[config.mk]
export PLATFORM = sky130hd
export DESIGN_NAME = tpu_job_ctrl
export DESIGN_NICKNAME = d
export VERILOG_FILES = /design/src/rtl/tpu_pkg.sv /design/src/rtl/tpu_result_buf.sv /design/src/rtl/tpu_job_ctrl.sv
export SDC_FILE = /design/constraint.sdc
export NUM_CORES = 1
export LEC_CHECK = 0
export BUFFER_PORTS_ARGS = -buffer_cell sky130_fd_sc_hd__buf_4
export CAP_MARGIN = 40
export CORE_ASPECT_RATIO = 0.7
export CORE_MARGIN = 1.5
export CORE_UTILIZATION = 30
export CTS_CLUSTER_DIAMETER = 50
export DETAILED_ROUTE_END_ITERATION = 8
export GPL_TIMING_DRIVEN = 0
export SYNTH_ARGS = -nofsm -noshare
export SYNTH_HDL_FRONTEND = slang
export SYNTH_SLANG_ARGS = --single-unit
[constraint.sdc]
create_clock -name clk -period 4.45 [get_ports clk]
set_input_delay 0.6675 -clock clk [delete_from_list [all_inputs] [get_ports clk]]
set_output_delay 0.6675 -clock clk [all_outputs]
set_load 0.03 [all_outputs]
[src/rtl/tpu_pkg.sv]
// Shared state encoding, array geometry and capture-window helpers for the
// TPU job controller (optional perf counter: TPU_JOB_CTRL_PERF_EN).
package tpu_pkg;

  typedef enum logic [2:0] {
    ST_IDLE   = 3'd0,
    ST_LOAD   = 3'd1,
    ST_STREAM = 3'd2,
    ST_FLUSH  = 3'd3,
    ST_DRAIN  = 3'd4
  } tpu_state_e;

  localparam int SA_DIM    = 3;
  localparam int RESULTS   = 9;
  localparam int FLUSH_END = 7;
  localparam int STEP_W    = 3;
  localparam int IDX_W     = 4;

  // Column c (0-based) is sampled at steps CAP_FIRST+c .. CAP_FIRST+c+CAP_LEN-1
  // into buffer entries c*SA_DIM .. c*SA_DIM+CAP_LEN-1.
  localparam int CAP_FIRST = 1;
  localparam int CAP_LEN   = SA_DIM;

  function automatic logic cap_hit(input int col, input logic [STEP_W-1:0] s);
    int lo;
    lo = CAP_FIRST + col;
    return (int'(s) >= lo) && (int'(s) < lo + CAP_LEN);
  endfunction

  function automatic logic [IDX_W-1:0] cap_idx(input int col, input logic [STEP_W-1:0] s);
    return IDX_W'(col * SA_DIM + int'(s) - (CAP_FIRST + col));
  endfunction

endpackage

[src/rtl/tpu_result_buf.sv]
// Nine-entry result buffer: one write port per array column, one read port
// addressed by the drain index.
module tpu_result_buf
  import tpu_pkg::*;
#(
  parameter int ACC_W = 16
) (
  input  logic                            clk,
  input  logic                            rst,
  input  logic [SA_DIM-1:0]               wr_en_i,
  input  logic [SA_DIM-1:0][IDX_W-1:0]    wr_idx_i,
  input  logic [SA_DIM-1:0][ACC_W-1:0]    wr_data_i,
  input  logic [IDX_W-1:0]                rd_idx_i,
  output logic [ACC_W-1:0]                rd_data_o
);

  logic [RESULTS-1:0][ACC_W-1:0] mem_q;

  // Capture windows never overlap on an entry, so column writes never collide.
  always_ff @(posedge clk) begin
    if (rst) begin
      mem_q <= '0;
    end else begin
      for (int c = 0; c < SA_DIM; c++) begin
        if (wr_en_i[c] && (wr_idx_i[c] < IDX_W'(RESULTS))) begin
          mem_q[wr_idx_i[c]] <= wr_data_i[c];
        end
      end
    end
  end

  assign rd_data_o = (rd_idx_i < IDX_W'(RESULTS)) ? mem_q[rd_idx_i] : '0;

endmodule

[src/rtl/tpu_job_ctrl.sv]
// Job controller for a 3x3 systolic array: load weights, stream rows, flush,
// then drain nine results. Optional stall counter: TPU_JOB_CTRL_PERF_EN.
module tpu_job_ctrl
  import tpu_pkg::*;
#(
  parameter int DATA_W = 8,
  parameter int ACC_W  = 16
) (
  input  logic                              clk,
  input  logic                              rst,
  input  logic                              cmd_valid,
  output logic                              cmd_ready,
  input  logic [SA_DIM*SA_DIM*DATA_W-1:0]   cmd_wgt,
  input  logic                              row_valid,
  output logic                              row_ready,
  input  logic [SA_DIM*DATA_W-1:0]          row_data,
  output logic                              sa_en,
  output logic [SA_DIM*SA_DIM*DATA_W-1:0]   sa_w,
  output logic [SA_DIM*DATA_W-1:0]          sa_in,
  input  logic [ACC_W-1:0]                  sa_out1,
  input  logic [ACC_W-1:0]                  sa_out2,
  input  logic [ACC_W-1:0]                  sa_out3,
  output logic                              res_valid,
  input  logic                              res_ready,
  output logic [ACC_W-1:0]                  res_data,
  output logic                              res_last,
  output logic                              busy,
  output logic                              done,
`ifdef TPU_JOB_CTRL_PERF_EN
  output logic [15:0]                       stall_cnt,
`endif
  output tpu_state_e                        dbg_state
);

  // Handshakes (cmd, row, res): a transfer happens in a cycle where valid and
  // ready are both high; the sender holds valid and payload until then.

  tpu_state_e                      state_q, state_d;
  logic [STEP_W-1:0]               step_q, step_d;
  logic [IDX_W-1:0]                idx_q, idx_d;
  logic [SA_DIM*SA_DIM*DATA_W-1:0] wgt_q, wgt_d;

  logic [SA_DIM-1:0]               cap_en;
  logic [SA_DIM-1:0][IDX_W-1:0]    cap_idx_v;
  logic [SA_DIM-1:0][ACC_W-1:0]    cap_data;

  always_ff @(posedge clk) begin
    if (rst) begin
      state_q <= ST_IDLE;
      step_q  <= '0;
      idx_q   <= '0;
      wgt_q   <= '0;
    end else begin
      state_q <= state_d;
      step_q  <= step_d;
      idx_q   <= idx_d;
      wgt_q   <= wgt_d;
    end
  end

  always_comb begin
    state_d   = state_q;
    step_d    = step_q;
    idx_d     = idx_q;
    wgt_d     = wgt_q;
    cmd_ready = 1'b0;
    row_ready = 1'b0;
    sa_en     = 1'b0;
    sa_in     = '0;
    res_valid = 1'b0;
    res_last  = 1'b0;
    done      = 1'b0;
    case (state_q)
      ST_IDLE: begin
        cmd_ready = 1'b1;
        if (cmd_valid) begin
          wgt_d   = cmd_wgt;
          step_d  = '0;
          idx_d   = '0;
          state_d = ST_LOAD;
        end
      end
      ST_LOAD: begin
        step_d  = '0;
        state_d = ST_STREAM;
      end
      ST_STREAM: begin
        row_ready = (step_q < STEP_W'(SA_DIM));
        if (row_valid && row_ready) begin
          sa_en  = 1'b1;
          sa_in  = row_data;
          step_d = step_q + 1'b1;
          if (step_q == STEP_W'(SA_DIM - 1)) state_d = ST_FLUSH;
        end
      end
      ST_FLUSH: begin
        // Zeros push the last partial sums out of the array.
        sa_en  = 1'b1;
        step_d = step_q + 1'b1;
        if (step_q == STEP_W'(FLUSH_END - 1)) state_d = ST_DRAIN;
      end
      ST_DRAIN: begin
        res_valid = 1'b1;
        res_last  = (idx_q == IDX_W'(RESULTS - 1));
        if (res_ready) begin
          idx_d = idx_q + 1'b1;
          if (res_last) begin
            done    = 1'b1;
            idx_d   = '0;
            state_d = ST_IDLE;
          end
        end
      end
      default: state_d = ST_IDLE;
    endcase
  end

  // The step value seen here is the one before this cycle's increment.
  always_comb begin
    cap_en    = '0;
    cap_idx_v = '0;
    for (int c = 0; c < SA_DIM; c++) begin
      cap_en[c]    = sa_en && cap_hit(c, step_q);
      cap_idx_v[c] = cap_idx(c, step_q);
    end
  end

  assign cap_data = {sa_out3, sa_out2, sa_out1};

  tpu_result_buf #(.ACC_W(ACC_W)) u_buf (
    .clk       (clk),
    .rst       (rst),
    .wr_en_i   (cap_en),
    .wr_idx_i  (cap_idx_v),
    .wr_data_i (cap_data),
    .rd_idx_i  (idx_q),
    .rd_data_o (res_data)
  );

  assign sa_w      = wgt_q;
  assign busy      = (state_q != ST_IDLE);
  assign dbg_state = state_q;

`ifdef TPU_JOB_CTRL_PERF_EN
  logic [15:0] stall_cnt_q;
  logic        stall_ev;

  assign stall_ev = ((state_q == ST_STREAM) && !row_valid) ||
                    ((state_q == ST_DRAIN) && !res_ready);

  always_ff @(posedge clk) begin
    if (rst || (cmd_valid && cmd_ready)) begin
      stall_cnt_q <= '0;
    end else if (stall_ev && (stall_cnt_q != 16'hFFFF)) begin
      stall_cnt_q <= stall_cnt_q + 16'd1;
    end
  end

  assign stall_cnt = stall_cnt_q;
`endif

endmodule

# ---- Word level (Yosys, flattened, before mapping)
# Cells that the tools add are included.
dict set report op_classes {
  n_addsub 7
  n_lt_le_gt_ge 18
  eq_ne 13
  mux 42
  n_reduce_logical 21
}
# operator count
set ops {}
lappend ops {{144-bit two-way mux} 5}
lappend ops {{144-bit bitwise mux} 3}
lappend ops {{16-bit demux with 4-bit select} 3}
lappend ops {{16-bit two-way mux} 5}
lappend ops {{16-bit binary-select mux with 4-bit select} 1}
lappend ops {{24-bit two-way mux} 2}
lappend ops {{3-bit two-way mux} 8}
lappend ops {{4-bit by 5-bit < comparator with 1-bit output (second input constant)} 4}
lappend ops {{4-bit < comparator (second input constant)} 4}
lappend ops {{3-bit case mux with 5 select lines} 1}
lappend ops {{1-bit logical AND} 13}
lappend ops {{4-bit by 1-bit >= comparator with 1-bit output (second input constant)} 3}
lappend ops {{4-bit two-way mux} 3}
lappend ops {{2-bit inequality test (second input constant)} 6}
lappend ops {{3-bit case mux with 4 select lines} 1}
lappend ops {{3-bit by 2-bit == test with 1-bit output (second input constant)} 3}
lappend ops {{3-bit < comparator (second input constant)} 3}
lappend ops {{1-bit two-way mux} 8}
lappend ops {{4-bit case mux with 2 select lines} 1}
lappend ops {{4-bit by 2-bit subtractor with 4-bit output (second input constant)} 2}
lappend ops {{3-bit == test (second input constant)} 2}
lappend ops {{3-bit by 2-bit >= comparator with 1-bit output (second input constant)} 2}
lappend ops {{3-bit AND reduction} 2}
lappend ops {{6-bit AND reduction} 1}
lappend ops {{15 further kinds} 15}
dict set report totals {
  reg_bits 226
  inputBits 149
  out_inout_bits 122
  elab_cells 114
}

# ---- Depth between registers and ports, before layout
# Gate-level depths: netlist (run 1).
dict set report depth {
  word_depth 13
  depth_mapped 11
  depth_no_buf 8
}

# ---- Hierarchy
# Synthesis (run 1) repeated with hierarchy kept, for this count alone.
dict set report unflattened {
  cells_unflattened 1349
  area_unflattened_um2 11860.1
}
# mod instances cells_per_inst area_each_um2 seq_area_each_um2
set by_module_without_submodules {}
lappend by_module_without_submodules {tpu_result_buf 1 911 8454.4 2882.8}
lappend by_module_without_submodules {tpu_job_ctrl 1 438 3405.8 1641.6}

# ---- Worst setup path after synthesis (run 1)
# Ideal clock, no wire load.
dict set report synth_path {
  kind {register to output}
  startpoint {register idx_q[0]}
  endpoint {output port res_data[10]}
  t_arrival_ns 2.220
  t_required_ns 3.783
  setup_slack_ns 1.562
  path_stages_with_launch 10
  path_buffers 4
  cell_sequence {dfxtp_1 clkbuf_1 buf_2 inv_1 ha_1 and4b_1 clkbuf_1 clkbuf_1 nand2_1 o21ai_0}
}
dict set report synth_via {
  elab_chain_len 3
  word_cells_on_any_way 4
  classes_between {order compare (1); mux (3)}
}
# item line
set synth_rtl {}
lappend synth_rtl {{from (decl)} tpu_job_ctrl.sv:40} ;# logic [IDX_W-1:0] idx_q, idx_d;
lappend synth_rtl {{from (signal assigned)} tpu_job_ctrl.sv:56} ;# idx_q <= idx_d;
lappend synth_rtl {{16-bit binary-select mux with 4-bit select} tpu_result_buf.sv:32} ;# assign rd_data_o = (rd_idx_i < IDX_W'(RESULTS)) ? mem_q[rd_idx_i] : '0;
lappend synth_rtl {{16-bit two-way mux (implied by the code)} tpu_result_buf.sv:32}
lappend synth_rtl {{16-bit two-way mux (*)} tpu_result_buf.sv:32}
lappend synth_rtl {{to (decl)} tpu_job_ctrl.sv:25} ;# output logic [ACC_W-1:0] res_data,
# Every way passes the cells marked *; elsewhere a longest branch is shown, timed or not. The select of a mux whose other input is x is not followed.

# ---- Worst setup path after layout (run 1)
dict set report layout_path {
  startpoint {register idx_q[1]}
  endpoint {output port res_data[5]}
}
# Same word-level chain as after synthesis.

==> flow_metrics.py, run 1 <==
metrics = {
    "pwr": {
        "power.density_mw_per_mm2": 335,
        "worst_ir_drop_vdd_uv": 272,
        "p_leak_nw": 6.79,
    },
    "drt": {
        "wl_per_cell_um": 22.8,
        "routed_via_density": 5.65,
        "drtPass1Iterations": 6,
        "ant_nets": 0,
        "dr_total_vias": 12300,
        "drc_errors": 0,
        "drtIter0Drc": 1546,
        "wl_um": 49600,
    },
    "run_status": {
        "status": "finished clean",
    },
    "layout": {
        "syn_to_final_growth_pct": 31.0,
        "fin_nets": 1778,
        "nFillCells": 3928,
        "instances_no_fill": 2170,
        "fin_area_mm2": 0.0155,
        "final_cell_mix": "buf_4 (265), dfxtp_1 (226), nand2_1 (220)",
        "drive_above_1_share_pct": 24.9,
        "final_common_cell": "buf_4",
    },
    "synthesis": {
        "ys_warn_count": 0,
        "syn_inst": 1323,
        "syn_area_mm2": 0.0118,
        "yosys_most_used_dff": "dfxtp_1",
        "synth-seq-area-share_pct": 38.3,
        "avgSynthCellArea_um2": 8.92,
        "synth_edf_count": 0,
        "synth_fp_nets": 1482,
        "synth_seq_cells": 226,
        "ys_types": 49,
        "async_flop_share_pct": 0,
    },
    "setup_path": {
        "critical_path_class": "reg2out",
        "cp_slowest_cell": "clkbuf_1",
        "cp-start-kind": "flop",
        "reg2reg_depth": 9,
        "worstPathRequired_ns": 3.78,
        "crit_path_cell_trace": "clkbuf_1 -> clkbuf_2 -> inv_1 -> ha_1 -> and4b_1 -> clkbuf_1 -> clkbuf_2 -> nand2_1 -> o21ai_0 -> buf_4",
        "cpPeakStageDelay_ns": 0.54,
        "crit_arrival_ns": 3.65,
        "crit_fanout": 10,
        "endpoint_kind": "primary output",
    },
    "sta": {
        "final-max-slew-violation-count": 0,
        "worst_slack_ns": 0.128,
        "period_minus_slack_ns": 4.32,
        "slew_headroom_pct": 25.0,
        "fmaxAchievable_mhz": 231,
        "hold_ws_ns": 0.312,
        "finalClockSkew_ns": 0.0389,
        "rsz0062_at_grt": "no",
        "hold_viol": 0,
        "worst_pin_slew_ns": 1.12,
        "setup_viol": 0,
        "fin_tns_setup_ns": 0,
        "layout_worst_path_cycle_share_pct": 97.1,
    },
    "placement": {
        "placed_cell_area_mm2": 0.0145,
        "dp_hpwl_um": 36100,
        "place_congestion": 0.926,
        "dp_slack_ns": 0.552,
        "io_buffers": 254,
        "dp.cells": 2116,
    },
    "floorplan": {
        "rows": 60,
        "die_h_um": 169,
        "io_pins": 271,
        "die_w_um": 240,
        "core-area_mm2": 0.0386,
        "die-area_mm2": 0.0406,
        "start_util_pct": 30.6,
    },
    "clock_tree": {
        "clock-sinks": 226,
        "clockRootBuffer": "clkbuf_16",
        "cts_inserted_buffers": 28,
        "htreeDepth": 1,
        "cts_tree": "done",
        "cts_hold_buf": 0,
        "clk_latency_ns": 0.58,
        "cts_max_path_buffers": 3,
        "clk_pin_slew_ns": 0.06,
    },
    "grt": {
        "grt_antenna_before_repair": 3,
        "first_global_vias": 11800,
        "grt-ovfl-total": 0,
        "groute.usage.overall_pct": 23.5,
        "grt_pass1_wl_um": 72500,
        "grt_max_degree": 15,
    },
    "min_path": {
        "min_path_cells": 3,
        "hp-class": "in2reg",
    },
    "job": {
        "cap_violations": 0,
    },
}
-- per-stage QoR --
stage | utilization (%) | power [mW]
2_1_floorplan | - | 2.50
3_5_place_dp | 37.5 | 2.81
6_report | 40.1 | 5.18
4_1_cts | 40.1 | 5.19
3_3_place_gp | 37.2 | 2.80
5_1_grt | 40.1 | 5.32
-- power by group --
part | total, mW | switching (mW) | leakage [nW] | internal [mW]
sequential | 2.10 | 0.0267 | 1.83 | 2.07
clock | 2.41 | 0.972 | 0.470 | 1.44
combinational | 0.668 | 0.435 | 4.49 | 0.233
-- what timing repair did --
action                     in CTS  in global routing
resized for setup               2                  2
pin swaps                       0                  0
cloned                          0                  0
setup endpoints to repair       5                  4
setup buffers                   0                  0
-- state kept, by name, indices dropped and copies added (netlist names) --
name         cells
u_buf.mem_q    144
idx_q            4
step_q           3
sa_w            72
dbg_state        3
-- critical path: cells and delay by family, from the launching register on --
kind	cells	cell delay, ns
buffers and inverters	6	2.03
flip-flops	1	0.34
AND/OR/NAND/NOR	2	0.29
AO/OA/AOI/OAI	1	0.21
adder cells (fa/ha/maj)	1	0.19
-- per-layer routing --
layer,track usage [%],up-vias,part of all wire (%)
li1,-,5450,-
met1,32.5,5894,42
met2,33.2,753,41
met3,8.11,148,13
met4,9.27,6,4.0
met5,0,-,0.099
-- Yosys cell counts (3+ instances only) --
library cell | n | share of area, %
or4_1 | 3 | 0.19
a211oi_1 | 17 | 1.1
nor2_1 | 46 | 1.5
mux2i_1 | 160 | 14
o211ai_1 | 6 | 0.38
inv_1 | 26 | 0.83
buf_1 | 9 | 0.29
and2_1 | 25 | 1.3
a21oi_1 | 83 | 3.5
nand4_1 | 6 | 0.32
o21ai_0 | 19 | 0.81
nor4b_2 | 4 | 0.51
nor3_1 | 9 | 0.38
and3_1 | 7 | 0.37
nor2b_1 | 5 | 0.26
or3_1 | 8 | 0.42
ha_1 | 10 | 1.1
buf_4 | 8 | 0.51
mux4_2 | 32 | 6.1
buf_6 | 3 | 0.29
nor4_1 | 5 | 0.26
nand2b_1 | 22 | 1.2
dfxtp_1 | 226 | 38
o221ai_1 | 122 | 9.1
clkbuf_1 | 76 | 2.4
nand2_1 | 220 | 7.0
nand3_1 | 104 | 4.4
buf_2 | 33 | 1.4
-- path summary, 6_finish.rpt --
check	from	endpoint	slack, ns
min	sa_out3[13]	u_buf.mem_q[77]	0.31
max	idx_q[1]	res_data[5]	0.13
max reg2reg	step_q[0]	u_buf.mem_q[125]	0.83
min reg2reg	sa_w[27]	sa_w[27]	0.46
-- final cells by class --
cell class / count / area, um2 / area share [%]
multi-input cells: 940 / 6600 / 42.6
flip-flops and latches: 226 / 4520 / 29.2
repair buffers: 266 / 2020 / 13.1
clock buffers: 39 / 802 / 5.18
well taps: 527 / 659 / 4.26
plain buffers: 131 / 592 / 3.83
clock inverters: 13 / 173 / 1.12
inverters: 26 / 97.6 / 0.631
diodes: 2 / 5.00 / 0.0324
-- kinds of logic after synthesis --
logic type      after synthesis  share of synthesized area (%)
buf+inv                     157                           5.81
compound gates              256                           15.5
simple gates                482                           19.6
fa+ha+maj                    10                           1.06
flops                       226                           38.3
mux                         192                           19.7
(Power assumes the default switching activity.)
==> run 2, diff against run 1 <==
- clock period: 4.45 -> 3.57 ns (I/O delays scaled with it)
==> flow_metrics.py, run 2 (synthesized netlist as in run 1, its figures left out) <==
metrics = {
    "run_status": {
        "status": "finished clean",
    },
    "clock_tree": {
        "cts_hold_buf": 0,
        "cts_inserted_buffers": 28,
        "cts_tree": "done",
        "clock-sinks": 226,
        "cts_max_path_buffers": 3,
        "clk_latency_ns": 0.58,
        "clk_pin_slew_ns": 0.06,
        "htreeDepth": 1,
        "clockRootBuffer": "clkbuf_16",
    },
    "setup_path": {
        "crit_arrival_ns": 3.84,
        "cp-start-kind": "flop",
        "worstPathRequired_ns": 3.97,
        "critPathLaunch": "step_q[0]",
        "cpMostUsedCell": "ha_1",
        "crit_cells": 9,
        "r2r-end": "u_buf.mem_q[115]",
        "critical_path_class": "reg2reg",
        "reg2reg_depth": 9,
        "critical_path.top_delay_family": "simple AND/OR/NAND/NOR gates",
        "path_buf_inv": 3,
        "crit_path_end": "u_buf.mem_q[115]",
        "endpoint_kind": "flop",
        "rrSetupSlack_ns": 0.13,
        "cp_slowest_cell": "nand4_1",
        "crit_fanout": 10,
        "regToRegStartpoint": "step_q[0]",
        "crit_path_cell_trace": "buf_4 -> inv_1 -> ha_1 -> ha_1 -> and3_1 -> nand4_1 -> clkbuf_1 -> nand3_1 -> o221ai_1",
        "cpPeakStageDelay_ns": 0.66,
    },
    "sta": {
        "hold_viol": 0,
        "fin_tns_setup_ns": 0,
        "final-max-slew-violation-count": 0,
        "fmaxAchievable_mhz": 291,
        "rsz0062_at_grt": "yes",
        "period_minus_slack_ns": 3.44,
        "worst_pin_slew_ns": 1.09,
        "worst_slack_ns": 0.128,
        "hold_ws_ns": 0.181,
        "slew_headroom_pct": 27.5,
        "setup_viol": 0,
        "finalClockSkew_ns": 0.0402,
        "layout_worst_path_cycle_share_pct": 96.4,
    },
    "floorplan": {
        "die_w_um": 240,
        "rows": 60,
        "core-area_mm2": 0.0386,
        "io_pins": 271,
        "die_h_um": 169,
        "start_util_pct": 30.6,
        "die-area_mm2": 0.0406,
    },
    "grt": {
        "grt_pass1_wl_um": 72500,
        "groute.usage.overall_pct": 23.5,
        "grt_antenna_before_repair": 3,
        "first_global_vias": 11800,
        "grt-ovfl-total": 0,
        "grt_max_degree": 15,
    },
    "placement": {
        "placed_cell_area_mm2": 0.0145,
        "io_buffers": 254,
        "dp.cells": 2116,
        "dp_hpwl_um": 36100,
        "place_congestion": 0.926,
        "dp_slack_ns": -0.196,
    },
    "drt": {
        "wl_um": 49600,
        "dr_total_vias": 12200,
        "drc_errors": 0,
        "routed_via_density": 5.64,
        "ant_nets": 0,
        "wl_per_cell_um": 22.9,
        "drtPass1Iterations": 6,
        "drtIter0Drc": 1644,
    },
    "pwr": {
        "worst_ir_drop_vdd_uv": 340,
        "p_clk_share_pct": 46.5,
        "p_sw_share_pct": 27.6,
        "power.net_switching_mw": 1.79,
        "combPwrFrac_pct": 13.0,
        "power_frac_seq_pct": 40.5,
        "p_int_mw": 4.68,
        "power.density_mw_per_mm2": 417,
        "p_total_mw": 6.46,
        "p_leak_nw": 6.81,
    },
    "layout": {
        "fin_area_mm2": 0.0155,
        "post-route-util_pct": 40.2,
        "instances_no_fill": 2169,
        "final_cell_mix": "buf_4 (271), dfxtp_1 (226), nand2_1 (220)",
        "syn_to_final_growth_pct": 31.3,
        "largest-register": "u_buf.mem_q",
        "fin_nets": 1779,
        "drive_above_1_share_pct": 25.2,
        "largest_reg_flops": 144,
        "final_common_cell": "buf_4",
        "nFillCells": 3932,
        "diodes": 0,
    },
    "min_path": {
        "hp-class": "in2reg",
    },
    "job": {
        "cap_violations": 0,
    },
}
## run 2: timing repair
item | CTS | global route
buffers inserted | 0 | 3
setup endpoints to repair | 16 | 25
pin swaps | 0 | 2
resized for setup | 11 | 4
gates cloned | 0 | 0
## run 2: worst min-delay path: stages
cell and delay [ns]:
buf_4 0.09, nand2_1 0.04, o221ai_1 0.05
## run 2: how the worst min path moves through the flow
stage                    start         endpoint  slack [ns]  cells past startpoint
2_1_floorplan  u_buf.mem_q[36]  u_buf.mem_q[36]        0.51                      2
3_3_place_gp          sa_w[44]         sa_w[44]        0.44                      2
3_5_place_dp          sa_w[30]         sa_w[30]        0.45                      2
4_1_cts            sa_out3[13]  u_buf.mem_q[77]        0.17                      3
5_1_grt            sa_out3[12]  u_buf.mem_q[76]        0.19                      3
6_report           sa_out3[13]  u_buf.mem_q[77]        0.18                      3
## run 2: cell type report
| class | count | area, um2 | share of cell area [%] |
|---|---|---|---|
| Buffer | 129 | 599 | 3.87 |
| Clock buffer | 39 | 802 | 5.17 |
| Tap cell | 527 | 659 | 4.25 |
| Timing Repair Buffer | 269 | 2040 | 13.2 |
| Inverter | 26 | 97.6 | 0.630 |
| Sequential cell | 226 | 4520 | 29.2 |
| Multi-Input combinational cell | 940 | 6600 | 42.6 |
| Clock inverter | 13 | 173 | 1.11 |
## run 2: metal layers
layer | part of all wire, % | vias up | global-route usage [%] | routed length, um
met5 | 0.13 | - | 0 | 63
met4 | 4.1 | 6 | 9.27 | 2040
met3 | 13 | 159 | 8.11 | 6410
met2 | 41 | 773 | 33.2 | 20300
met1 | 42 | 5844 | 32.5 | 20800
li1 | - | 5454 | - | -
## run 2: power groups by stage
stage	Combinational (mW)	Clock, mW	Sequential [mW]
global route	0.894	3.12	2.63
detailed placement	0.824	0	2.68
global placement	0.816	0	2.67
finish	0.838	3.00	2.62
CTS	0.826	3.02	2.62
floorplan	0.320	0	2.80
==> run 3, diff against run 2 <==
--- a/config.mk
+++ b/config.mk
@@ -14,4 +14,5 @@
 export DETAILED_ROUTE_END_ITERATION = 8
 export GPL_TIMING_DRIVEN = 0
+export SLEW_MARGIN = 10
 export SYNTH_ARGS = -nofsm -noshare
 export SYNTH_HDL_FRONTEND = slang
==> constraint.sdc (replaced) <==
create_clock -name clk -period 3.57 [get_ports clk]
set_input_delay 0.5355 -clock clk [delete_from_list [all_inputs] [get_ports clk]]
set_output_delay 0.5355 -clock clk [all_outputs]
set_load 0.02 [all_outputs]
==> flow_metrics.py, run 3 (synthesized netlist as in run 1, its figures left out) <==
metrics = {
    "clock_tree": {
        "cts_inserted_buffers": 28,
        "clock-sinks": 226,
        "clk_pin_slew_ns": 0.06,
        "cts_tree": "done",
        "cts_max_path_buffers": 3,
        "clockRootBuffer": "clkbuf_16",
        "clk_latency_ns": 0.57,
        "cts_hold_buf": 0,
        "htreeDepth": 1,
    },
    "setup_path": {
        "cpPeakStageDelay_ns": 1.01,
        "rrSetupSlack_ns": 0.14,
        "reg2reg_depth": 7,
        "crit_path_cell_trace": "ha_1 -> ha_1 -> clkbuf_1 -> nor4b_2 -> clkbuf_1 -> nand3_1 -> o221ai_1",
        "crit_fanout": 10,
        "crit_arrival_ns": 3.90,
        "critical_path.top_delay_family": "simple AND/OR/NAND/NOR gates",
        "worstPathRequired_ns": 4.04,
        "critical_path_class": "reg2reg",
        "regToRegStartpoint": "step_q[0]",
        "path_buf_inv": 2,
        "r2r-end": "u_buf.mem_q[121]",
        "cp-start-kind": "flop",
        "cp_slowest_cell": "nor4b_2",
        "endpoint_kind": "flop",
    },
    "grt": {
        "groute.usage.overall_pct": 23.6,
        "grt_max_degree": 15,
        "grt_pass1_wl_um": 72800,
        "grt_antenna_before_repair": 2,
        "first_global_vias": 11900,
        "grt-ovfl-total": 0,
    },
    "placement": {
        "dp_hpwl_um": 36100,
        "place_congestion": 0.926,
        "placed_cell_area_mm2": 0.0145,
        "dp_slack_ns": -0.133,
        "io_buffers": 254,
        "dp.cells": 2116,
    },
    "drt": {
        "wl_um": 49700,
        "dr_total_vias": 12300,
        "drc_errors": 0,
        "drtIter0Drc": 1583,
        "ant_nets": 0,
        "routed_via_density": 5.66,
        "drtPass1Iterations": 8,
        "wl_per_cell_um": 22.9,
    },
    "sta": {
        "finalClockSkew_ns": 0.0188,
        "slew_headroom_pct": 26.7,
        "worst_pin_slew_ns": 1.10,
        "fin_tns_setup_ns": 0,
        "worst_slack_ns": 0.142,
        "hold_ws_ns": 0.195,
        "fmaxAchievable_mhz": 292,
        "rsz0062_at_grt": "no",
        "layout_worst_path_cycle_share_pct": 96.0,
        "hold_viol": 0,
        "setup_viol": 0,
        "period_minus_slack_ns": 3.43,
        "final-max-slew-violation-count": 0,
    },
    "layout": {
        "post-route-util_pct": 39.9,
        "drive_above_1_share_pct": 25.0,
        "fin_nets": 1780,
        "final_cell_mix": "buf_4 (273), dfxtp_1 (226), nand2_1 (220)",
        "nFillCells": 3930,
        "instances_no_fill": 2167,
        "fin_area_mm2": 0.0154,
        "largest_reg_flops": 144,
        "largest-register": "u_buf.mem_q",
        "syn_to_final_growth_pct": 30.4,
        "final_common_cell": "buf_4",
    },
    "floorplan": {
        "start_util_pct": 30.6,
        "die-area_mm2": 0.0406,
        "die_h_um": 169,
        "core-area_mm2": 0.0386,
        "rows": 60,
        "die_w_um": 240,
        "io_pins": 271,
    },
    "pwr": {
        "power.density_mw_per_mm2": 398,
        "p_leak_nw": 6.76,
        "p_total_mw": 6.12,
        "worst_ir_drop_vdd_uv": 321,
    },
    "min_path": {
        "min-delay-start": "sa_out3[3]",
        "hp-class": "in2reg",
        "min_path_cells": 3,
        "hold_end": "u_buf.mem_q[67]",
    },
    "run_status": {
        "status": "finished clean",
    },
    "job": {
        "cap_violations": 0,
    },
}
run 3: cell count changes in the layout (fill, tap and decap cells not counted):
cell	previous run	this run
diode_2	0	1
clkbuf_8	6	4
clkbuf_1	74	75
clkinv_4	2	1
bufinv_16	3	0
buf_4	271	273
clkbuf_4	2	1
inv_6	0	1
run 3: report_power, final:
group          switching [mW]  internal (mW)
combinational           0.487          0.294
sequential             0.0333           2.59
clock                    1.19           1.53
total                    1.71           4.41
run 3: final cells by class:
cell class	instances	area [um2]	share of cell area [%]
clock buffer	38	778	5.05
antenna	1	2.50	0.0163
clock inverter	10	82.6	0.536
multi-input combinational	940	6600	42.9
timing repair buffer	270	2050	13.3
inverter	26	97.6	0.634
sequential	226	4520	29.4
buffer	129	599	3.89
tap	527	659	4.28
run 3: per-layer routing:
metal / global-route usage (%) / up-vias / routed length, um
met1: 32.9 / 5903 / 21200
li1: - / 5463 / -
met5: 0 / - / 22
met3: 7.94 / 144 / 6130
met2: 33.2 / 760 / 20500
met4: 9.13 / 4 / 1800
run 3: how the worst max path moves through the flow:
stage,startpoint,endpoint,slack [ns],depth (start not counted)
after global routing,step_q[0],u_buf.mem_q[69],0.02,9
after detailed placement,idx_q[1],res_data[5],-0.13,10
after global placement,idx_q[0],res_data[5],-0.13,10
final,step_q[0],u_buf.mem_q[121],0.14,7
after CTS,idx_q[0],res_data[5],0.02,9
after floorplan,idx_q[0],res_data[10],0.91,9
run 3: timing repair:
action,4_1_cts,5_1_grt
cloned,0,0
resized for setup,9,9
hold endpoints to repair,0,0
buffers inserted,0,4
pin swaps,0,2
endpoints found under the setup margin,16,43
run 3: worst min-delay path: cells and delay by family:
kind            cells  cell delay, ns
simple gates        1            0.04
compound gates      1            0.05
buf+inv             1            0.09
